<file path="src/rtl/button_gesture_decoder_pkg.sv">
// rtl/button_gesture_decoder_pkg.sv - shared state encoding and default tick constants
package button_gesture_decoder_pkg;

  // 3-bit binary state encoding, shared with board top-levels
  typedef enum logic [2:0] {
    IDLE      = 3'd0,
    PRESS1    = 3'd1,
    WAIT2     = 3'd2,
    SWALLOW   = 3'd3,
    LONG_HOLD = 3'd4
  } gesture_state_e;

  localparam int DEF_LONG_TICKS   = 500;
  localparam int DEF_DCLICK_TICKS = 250;
  localparam int DEF_REPEAT_TICKS = 100;
  localparam int DEF_CNT_W        = 16;

endpackage

</file>
<file path="src/rtl/button_gesture_decoder_if.sv">
// rtl/button_gesture_decoder_if.sv - debounced button inputs and gesture event outputs
interface button_gesture_decoder_if;
  logic TICK;
  logic PB_STATE;
  logic PB_DOWN;
  logic PB_UP;
  logic SHORT_PRESS;
  logic DOUBLE_CLICK;
  logic LONG_PRESS;
  logic REPEAT;
  logic HELD;

  // Debounce/timebase side: drives the button and tick, consumes events
  modport master (
    output TICK, PB_STATE, PB_DOWN, PB_UP,
    input  SHORT_PRESS, DOUBLE_CLICK, LONG_PRESS, REPEAT, HELD
  );

  // Decoder side
  modport slave (
    input  TICK, PB_STATE, PB_DOWN, PB_UP,
    output SHORT_PRESS, DOUBLE_CLICK, LONG_PRESS, REPEAT, HELD
  );
endinterface

</file>
<file path="src/rtl/button_gesture_decoder_gesture_timer.sv">
// rtl/button_gesture_decoder_gesture_timer.sv - tick counter with sync clear and threshold hit
module gesture_timer #(
  parameter int CNT_W = 16
) (
  input  logic             clk_i,
  input  logic             rst_n_i,
  input  logic             clr_i,
  input  logic             tick_i,
  input  logic [CNT_W-1:0] thresh_i,
  output logic             hit_o
);
  localparam logic [CNT_W-1:0] ONE = {{(CNT_W-1){1'b0}}, 1'b1};

  logic [CNT_W-1:0] cnt_q, cnt_d;

  // Clear wins over a tick so a state change always restarts from zero
  always_comb begin
    cnt_d = cnt_q;
    if (clr_i) begin
      cnt_d = '0;
    end else if (tick_i) begin
      cnt_d = cnt_q + ONE;
    end
  end

  // Counter register
  always_ff @(posedge clk_i) begin
    if (!rst_n_i) begin
      cnt_q <= '0;
    end else begin
      cnt_q <= cnt_d;
    end
  end

  // The Nth tick is the one that arrives while N-1 ticks have been counted
  assign hit_o = tick_i && (cnt_q == (thresh_i - ONE));
endmodule

</file>
<file path="src/rtl/button_gesture_decoder.sv">
// rtl/button_gesture_decoder.sv - press-gesture FSM with registered event outputs
module button_gesture_decoder
  import button_gesture_decoder_pkg::*;
#(
  parameter int LONG_TICKS   = DEF_LONG_TICKS,
  parameter int DCLICK_TICKS = DEF_DCLICK_TICKS,
  parameter int REPEAT_TICKS = DEF_REPEAT_TICKS,
  parameter int CNT_W        = DEF_CNT_W
) (
  input logic                     CLK,
  input logic                     RST_N,
  button_gesture_decoder_if.slave bus
);
  localparam logic [CNT_W-1:0] LONG_T   = CNT_W'(LONG_TICKS);
  localparam logic [CNT_W-1:0] DCLICK_T = CNT_W'(DCLICK_TICKS);
  localparam logic [CNT_W-1:0] REPEAT_T = CNT_W'(REPEAT_TICKS);

  gesture_state_e   state_q, state_d;
  logic [CNT_W-1:0] thresh;
  logic             timed;
  logic             tick_en;
  logic             hit;
  logic             clr;
  logic             short_d, short_q;
  logic             dbl_d, dbl_q;
  logic             long_d, long_q;
  logic             rep_d, rep_q;
  logic             held_d, held_q;

  // Threshold for the current state; IDLE and SWALLOW never count
  always_comb begin
    thresh = '0;
    timed  = 1'b0;
    case (state_q)
      PRESS1:    begin thresh = LONG_T;   timed = 1'b1; end
      WAIT2:     begin thresh = DCLICK_T; timed = 1'b1; end
      LONG_HOLD: begin thresh = REPEAT_T; timed = 1'b1; end
      default:   begin thresh = '0;       timed = 1'b0; end
    endcase
  end

  assign tick_en = bus.TICK & timed;

  gesture_timer #(
    .CNT_W(CNT_W)
  ) u_timer (
    .clk_i   (CLK),
    .rst_n_i (RST_N),
    .clr_i   (clr),
    .tick_i  (tick_en),
    .thresh_i(thresh),
    .hit_o   (hit)
  );

  // Next state and event decode; edges beat threshold hits, missed releases abort silently
  always_comb begin
    state_d = state_q;
    short_d = 1'b0;
    dbl_d   = 1'b0;
    long_d  = 1'b0;
    rep_d   = 1'b0;
    case (state_q)
      IDLE: begin
        if (bus.PB_DOWN && !bus.PB_UP) state_d = PRESS1;
      end
      PRESS1: begin
        if (bus.PB_UP) begin
          state_d = WAIT2;
        end else if (!bus.PB_STATE) begin
          state_d = IDLE;
        end else if (hit) begin
          long_d  = 1'b1;
          state_d = LONG_HOLD;
        end
      end
      WAIT2: begin
        if (bus.PB_DOWN) begin
          dbl_d   = 1'b1;
          state_d = SWALLOW;
        end else if (hit) begin
          short_d = 1'b1;
          state_d = IDLE;
        end
      end
      SWALLOW: begin
        if (bus.PB_UP || !bus.PB_STATE) state_d = IDLE;
      end
      LONG_HOLD: begin
        if (bus.PB_UP || !bus.PB_STATE) begin
          state_d = IDLE;
        end else if (hit) begin
          rep_d = 1'b1;
        end
      end
      default: state_d = IDLE;
    endcase
  end

  // A repeat restarts the period without leaving LONG_HOLD
  assign clr    = (state_d != state_q) | rep_d;
  assign held_d = (state_d == LONG_HOLD);

  // State register
  always_ff @(posedge CLK) begin
    if (!RST_N) begin
      state_q <= IDLE;
    end else begin
      state_q <= state_d;
    end
  end

  // Registered output stage
  always_ff @(posedge CLK) begin
    if (!RST_N) begin
      short_q <= 1'b0;
      dbl_q   <= 1'b0;
      long_q  <= 1'b0;
      rep_q   <= 1'b0;
      held_q  <= 1'b0;
    end else begin
      short_q <= short_d;
      dbl_q   <= dbl_d;
      long_q  <= long_d;
      rep_q   <= rep_d;
      held_q  <= held_d;
    end
  end

  assign bus.SHORT_PRESS  = short_q;
  assign bus.DOUBLE_CLICK = dbl_q;
  assign bus.LONG_PRESS   = long_q;
  assign bus.REPEAT       = rep_q;
  assign bus.HELD         = held_q;
endmodule

</file>
<file path="src/flat_wrapper.sv">
// flat-port wrapper written by rule: the top's interface ports become plain ports
module button_gesture_decoder_flat import button_gesture_decoder_pkg::*;
#(
  parameter int LONG_TICKS   = DEF_LONG_TICKS,
  parameter int DCLICK_TICKS = DEF_DCLICK_TICKS,
  parameter int REPEAT_TICKS = DEF_REPEAT_TICKS,
  parameter int CNT_W        = DEF_CNT_W
)
  (CLK, RST_N, bus_TICK, bus_PB_STATE, bus_PB_DOWN, bus_PB_UP, bus_SHORT_PRESS, bus_DOUBLE_CLICK, bus_LONG_PRESS, bus_REPEAT, bus_HELD);
  button_gesture_decoder_if bus_i ();
  input logic CLK;
  input logic RST_N;
  input wire logic [$bits(bus_i.TICK)-1:0] bus_TICK;
  input wire logic [$bits(bus_i.PB_STATE)-1:0] bus_PB_STATE;
  input wire logic [$bits(bus_i.PB_DOWN)-1:0] bus_PB_DOWN;
  input wire logic [$bits(bus_i.PB_UP)-1:0] bus_PB_UP;
  output wire logic [$bits(bus_i.SHORT_PRESS)-1:0] bus_SHORT_PRESS;
  output wire logic [$bits(bus_i.DOUBLE_CLICK)-1:0] bus_DOUBLE_CLICK;
  output wire logic [$bits(bus_i.LONG_PRESS)-1:0] bus_LONG_PRESS;
  output wire logic [$bits(bus_i.REPEAT)-1:0] bus_REPEAT;
  output wire logic [$bits(bus_i.HELD)-1:0] bus_HELD;
  assign bus_i.TICK = bus_TICK;
  assign bus_i.PB_STATE = bus_PB_STATE;
  assign bus_i.PB_DOWN = bus_PB_DOWN;
  assign bus_i.PB_UP = bus_PB_UP;
  assign bus_SHORT_PRESS = bus_i.SHORT_PRESS;
  assign bus_DOUBLE_CLICK = bus_i.DOUBLE_CLICK;
  assign bus_LONG_PRESS = bus_i.LONG_PRESS;
  assign bus_REPEAT = bus_i.REPEAT;
  assign bus_HELD = bus_i.HELD;
  button_gesture_decoder #(.LONG_TICKS(LONG_TICKS), .DCLICK_TICKS(DCLICK_TICKS), .REPEAT_TICKS(REPEAT_TICKS), .CNT_W(CNT_W)) u_core (.CLK(CLK), .RST_N(RST_N), .bus(bus_i));
endmodule
</file>
<file path="config.mk">
export PLATFORM = sky130hd
export DESIGN_NAME = button_gesture_decoder_flat
export DESIGN_NICKNAME = d
export VERILOG_FILES = /design/src/rtl/button_gesture_decoder_pkg.sv /design/src/rtl/button_gesture_decoder_if.sv /design/src/rtl/button_gesture_decoder_gesture_timer.sv /design/src/rtl/button_gesture_decoder.sv /design/src/flat_wrapper.sv
export SDC_FILE = /design/constraint.sdc
export NUM_CORES = 1
export LEC_CHECK = 0
export CORE_MARGIN = 2
export CORE_UTILIZATION = 30
export DETAILED_ROUTE_END_ITERATION = 7
export GPL_ROUTABILITY_DRIVEN = 0
export GPL_TIMING_DRIVEN = 0
export SYNTH_ARGS = -nofsm -noshare
export SYNTH_HDL_FRONTEND = slang
export SYNTH_SLANG_ARGS = --single-unit
</file>
<file path="constraint.sdc">
create_clock -name CLK -period 2.99 [get_ports CLK]
set_clock_uncertainty 0.2 [all_clocks]
set_input_delay 0.4485 -clock CLK [delete_from_list [all_inputs] [get_ports CLK]]
set_output_delay 0.4485 -clock CLK [all_outputs]
set_load 0.01 [all_outputs]
</file>
==> impl_metrics.ini <==
[floorplan]
io_pins = 11
die_y_um = 68.74
start_util_pct = 31.21
dieWidth_um = 68.74
dieArea_um2 = 4725
rows = 23
core_area_um2 = 4029

[timing]
rsz0062_at_grt = false
hold_violations = 0
whs_ps = 324.7
period_needed_ps = 2810
clock.fmax_mhz = 355.9
slew_violations = 0
slew_headroom_pct = 58.52
period_share_pct = 93.98
setup_viol = 0
tightest_slew_ps = 618.1

[critical_path]
critPathCaptureType = flip-flop
regToRegEndpoint = u_core.state_q[2]
r2r_setup_slack_ps = 180
path_class = flip-flop to flip-flop
startpoint_type = flip-flop
cp_slowest_cell = or4b_1
r2r_start = u_core.state_q[0]
required_ps = 2990
cp.arrival_ps = 2810
reg2reg_depth = 10
critPathLaunch = u_core.state_q[0]
max_stage_delay_ps = 510
critical_path.cell_chain = clkbuf_2 -> nand2b_2 -> a21oi_2 -> buf_4 -> ha_1 -> xnor2_1 -> nor4_2 -> o311ai_2 -> or4b_1 -> a21oi_1
crit_fanout = 10

[grt]
grt_use_total_pct = 12.60
grt_antenna_before_repair = 0
grt-ovfl-total = 0
grt_pass1_wl_um = 4422
grt_max_degree = 15
grt_pass1_vias = 986

[clock_tree]
clock_latency_ps = 270
cts-htree-levels = 1
numCtsBuffers = 3
clk_pin_slew_worst_paths_ps = 90
cts.sinks = 24
root_buffer = clkbuf_8
clockBufferDepth = 2
cts_tree = built
hold_buffers = 0

[yosys]
synth_cells = 148
synth_top_area_cell = dfxtp_1
ys_seq_area_share_pct = 38.21
synth-seq-cells = 24
ys.flop_type = dfxtp_1
synthArstFlopShare_pct = 0
synth.distinct_cells = 36
synth_area_leaders = dfxtp_1 38%, xor2_1 11%, nor2_1 5.7%, nand3_1 4.4%, ha_1 3.0%
netlist_area_um2 = 1257
syn_nets = 157
synthTopCellsByCount = 24 x dfxtp_1, 19 x nor2_1, 16 x xor2_1
yosysMostFrequentCell = dfxtp_1
synth_top_cell_area_share_pct = 38.21
avgSynthCellArea_um2 = 8.496
yosys_warnings = 0
synth_edf_count = 0

[min_path]
worstHoldEndpoint = u_core.u_timer.cnt_q[15]
holdPathStages = 2
hp-start = u_core.u_timer.cnt_q[15]
hold_class = flip-flop to flip-flop

[power_and_ir_drop]
intPower_uw = 528.4
total_power_uw = 673.2
peakVddDrop_uv = 294.7
p_sw_share_pct = 21.50
power_switching_uw = 144.8
p_comb_share_pct = 9.7
p_leak_nw = 0.5527
power_frac_clock_pct = 42.1
seq_power_share_pct = 48.1
power_density_nw_per_um2 = 428.0

[run]
cap_viol_max_count = 0

[run_status]
status = finished clean

[cells_and_area]
fillers = 421
final_nets = 177
drive_gt1_share_pct = 12.57
diodes = 0
utilization_pct = 39.04
instances_no_fill = 217
syn2layout_area_growth_pct = 25.07

[detailed_routing]
vias_per_cell = 5.111
dr.pass1.iters = 4
route.detailed.drc = 0
drt_iter0_drc = 56
wire_per_inst_um = 12.47
wl_um = 2707
vias = 1109
detail-route-antenna-nets = 0

[placed_design]
dp_hpwl_um = 1914
placed_cells = 208
numPortBuffers = 10
how the worst max path moves through the flow:
| stage | cells past startpoint | endpoint |
|---|---|---|
| floorplan | 9 | u_core.bus.HELD |
| global placement | 9 | u_core.u_timer.cnt_q[9] |
| detailed placement | 9 | u_core.u_timer.cnt_q[3] |
| CTS | 10 | u_core.state_q[2] |
| global route | 10 | u_core.state_q[2] |
| finish | 10 | u_core.state_q[2] |
area by class of cell:
| class | instances | area (um^2) | area share (%) |
|---|---|---|---|
| sequential | 24 | 480.5 | 30.55 |
| multi-input combinational | 118 | 794.5 | 50.52 |
| clock buffer | 3 | 41.29 | 2.625 |
| timing repair buffer | 15 | 137.6 | 8.751 |
| tap | 50 | 62.56 | 3.978 |
| clock inverter | 1 | 30.03 | 1.909 |
| buffer | 3 | 15.01 | 0.9547 |
| inverter | 3 | 11.26 | 0.7160 |
cell families (layout without fill, tap and decap cells):
logic type	Yosys count	in the layout	synth area share, %
and+or+nand+nor	76	76	32.94
DFF	24	24	38.21
adders and majority gates	3	3	2.985
xor gates and xnor gates	18	18	12.54
AOI/OAI and AO/OA	21	21	11.34
buffers and inverters	6	25	1.990
through the flow:
stage	setup WS [ps]	setup TNS, ps	area (um^2)
after CTS	25.89	0	1540
final	179.9	0	1573
after detailed placement	-596.5	-6340	1420
after floorplan	51.85	0	1257
after global routing	51.80	0	1573
after global placement	-552.6	-5931	1420
metal layers:
metal	part of all wire (%)	GRT usage (%)	vias to the layer above	routed length, um
li1	-	-	560	-
met1	47	16.07	527	1282
met2	47	20.79	18	1274
met3	4.7	3.896	4	127
met4	0.78	2.941	0	21
met5	0	0	-	0
power by group through the flow:
stage	combinational [mW]	sequential [mW]	clock [mW]
5_1_grt	0.0720	0.324	0.310
3_3_place_gp	0.0566	0.331	0
2_1_floorplan	0.0373	0.331	0
3_5_place_dp	0.0571	0.331	0
6_report	0.0656	0.324	0.284
4_1_cts	0.0607	0.324	0.294
sequential cells by signal (all words and copies together) (netlist names):
register / flops
u_core.bus.DOUBLE_CLICK: 1
u_core.bus.HELD: 1
u_core.bus.LONG_PRESS: 1
u_core.bus.REPEAT: 1
u_core.bus.SHORT_PRESS: 1
u_core.state_q: 3
u_core.u_timer.cnt_q: 16
worst max-delay path: cells and delay by family (launching register included):
family / cells / cell delay, ps
AOI/OAI and AO/OA: 3 / 420
xor gates and xnor gates: 1 / 130
adders and majority gates: 1 / 180
buffers and inverters: 2 / 400
DFF: 1 / 410
and+or+nand+nor: 3 / 1010
cells in the final DEF (no fill, tap or decap), types with 2 or more instances in the layout:
cell type / instances
a211oi_1: 2
a21o_1: 3
a21oi_1: 5
a31oi_1: 2
and2_1: 2
and3_1: 4
buf_2: 2
buf_4: 5
clkbuf_8: 3
clkdlybuf4s50_1: 10
dfxtp_1: 24
ha_1: 3
inv_1: 3
nand2_1: 9
nand2b_1: 4
nand3_1: 11
nand3b_1: 2
nand4_1: 6
nor2_1: 19
nor2b_1: 3
nor3_1: 6
nor4_2: 2
o21ai_0: 2
or4b_1: 2
xnor2_1: 2
xor2_1: 16
repair_timing:
| action | 4_1_cts | 5_1_grt |
|---|---|---|
| endpoints found under the setup margin | 14 | 12 |
| pin swaps | 1 | 3 |
| setup buffers | 2 | 3 |
| gates resized for setup | 7 | 2 |
(Power assumes the default switching activity.)
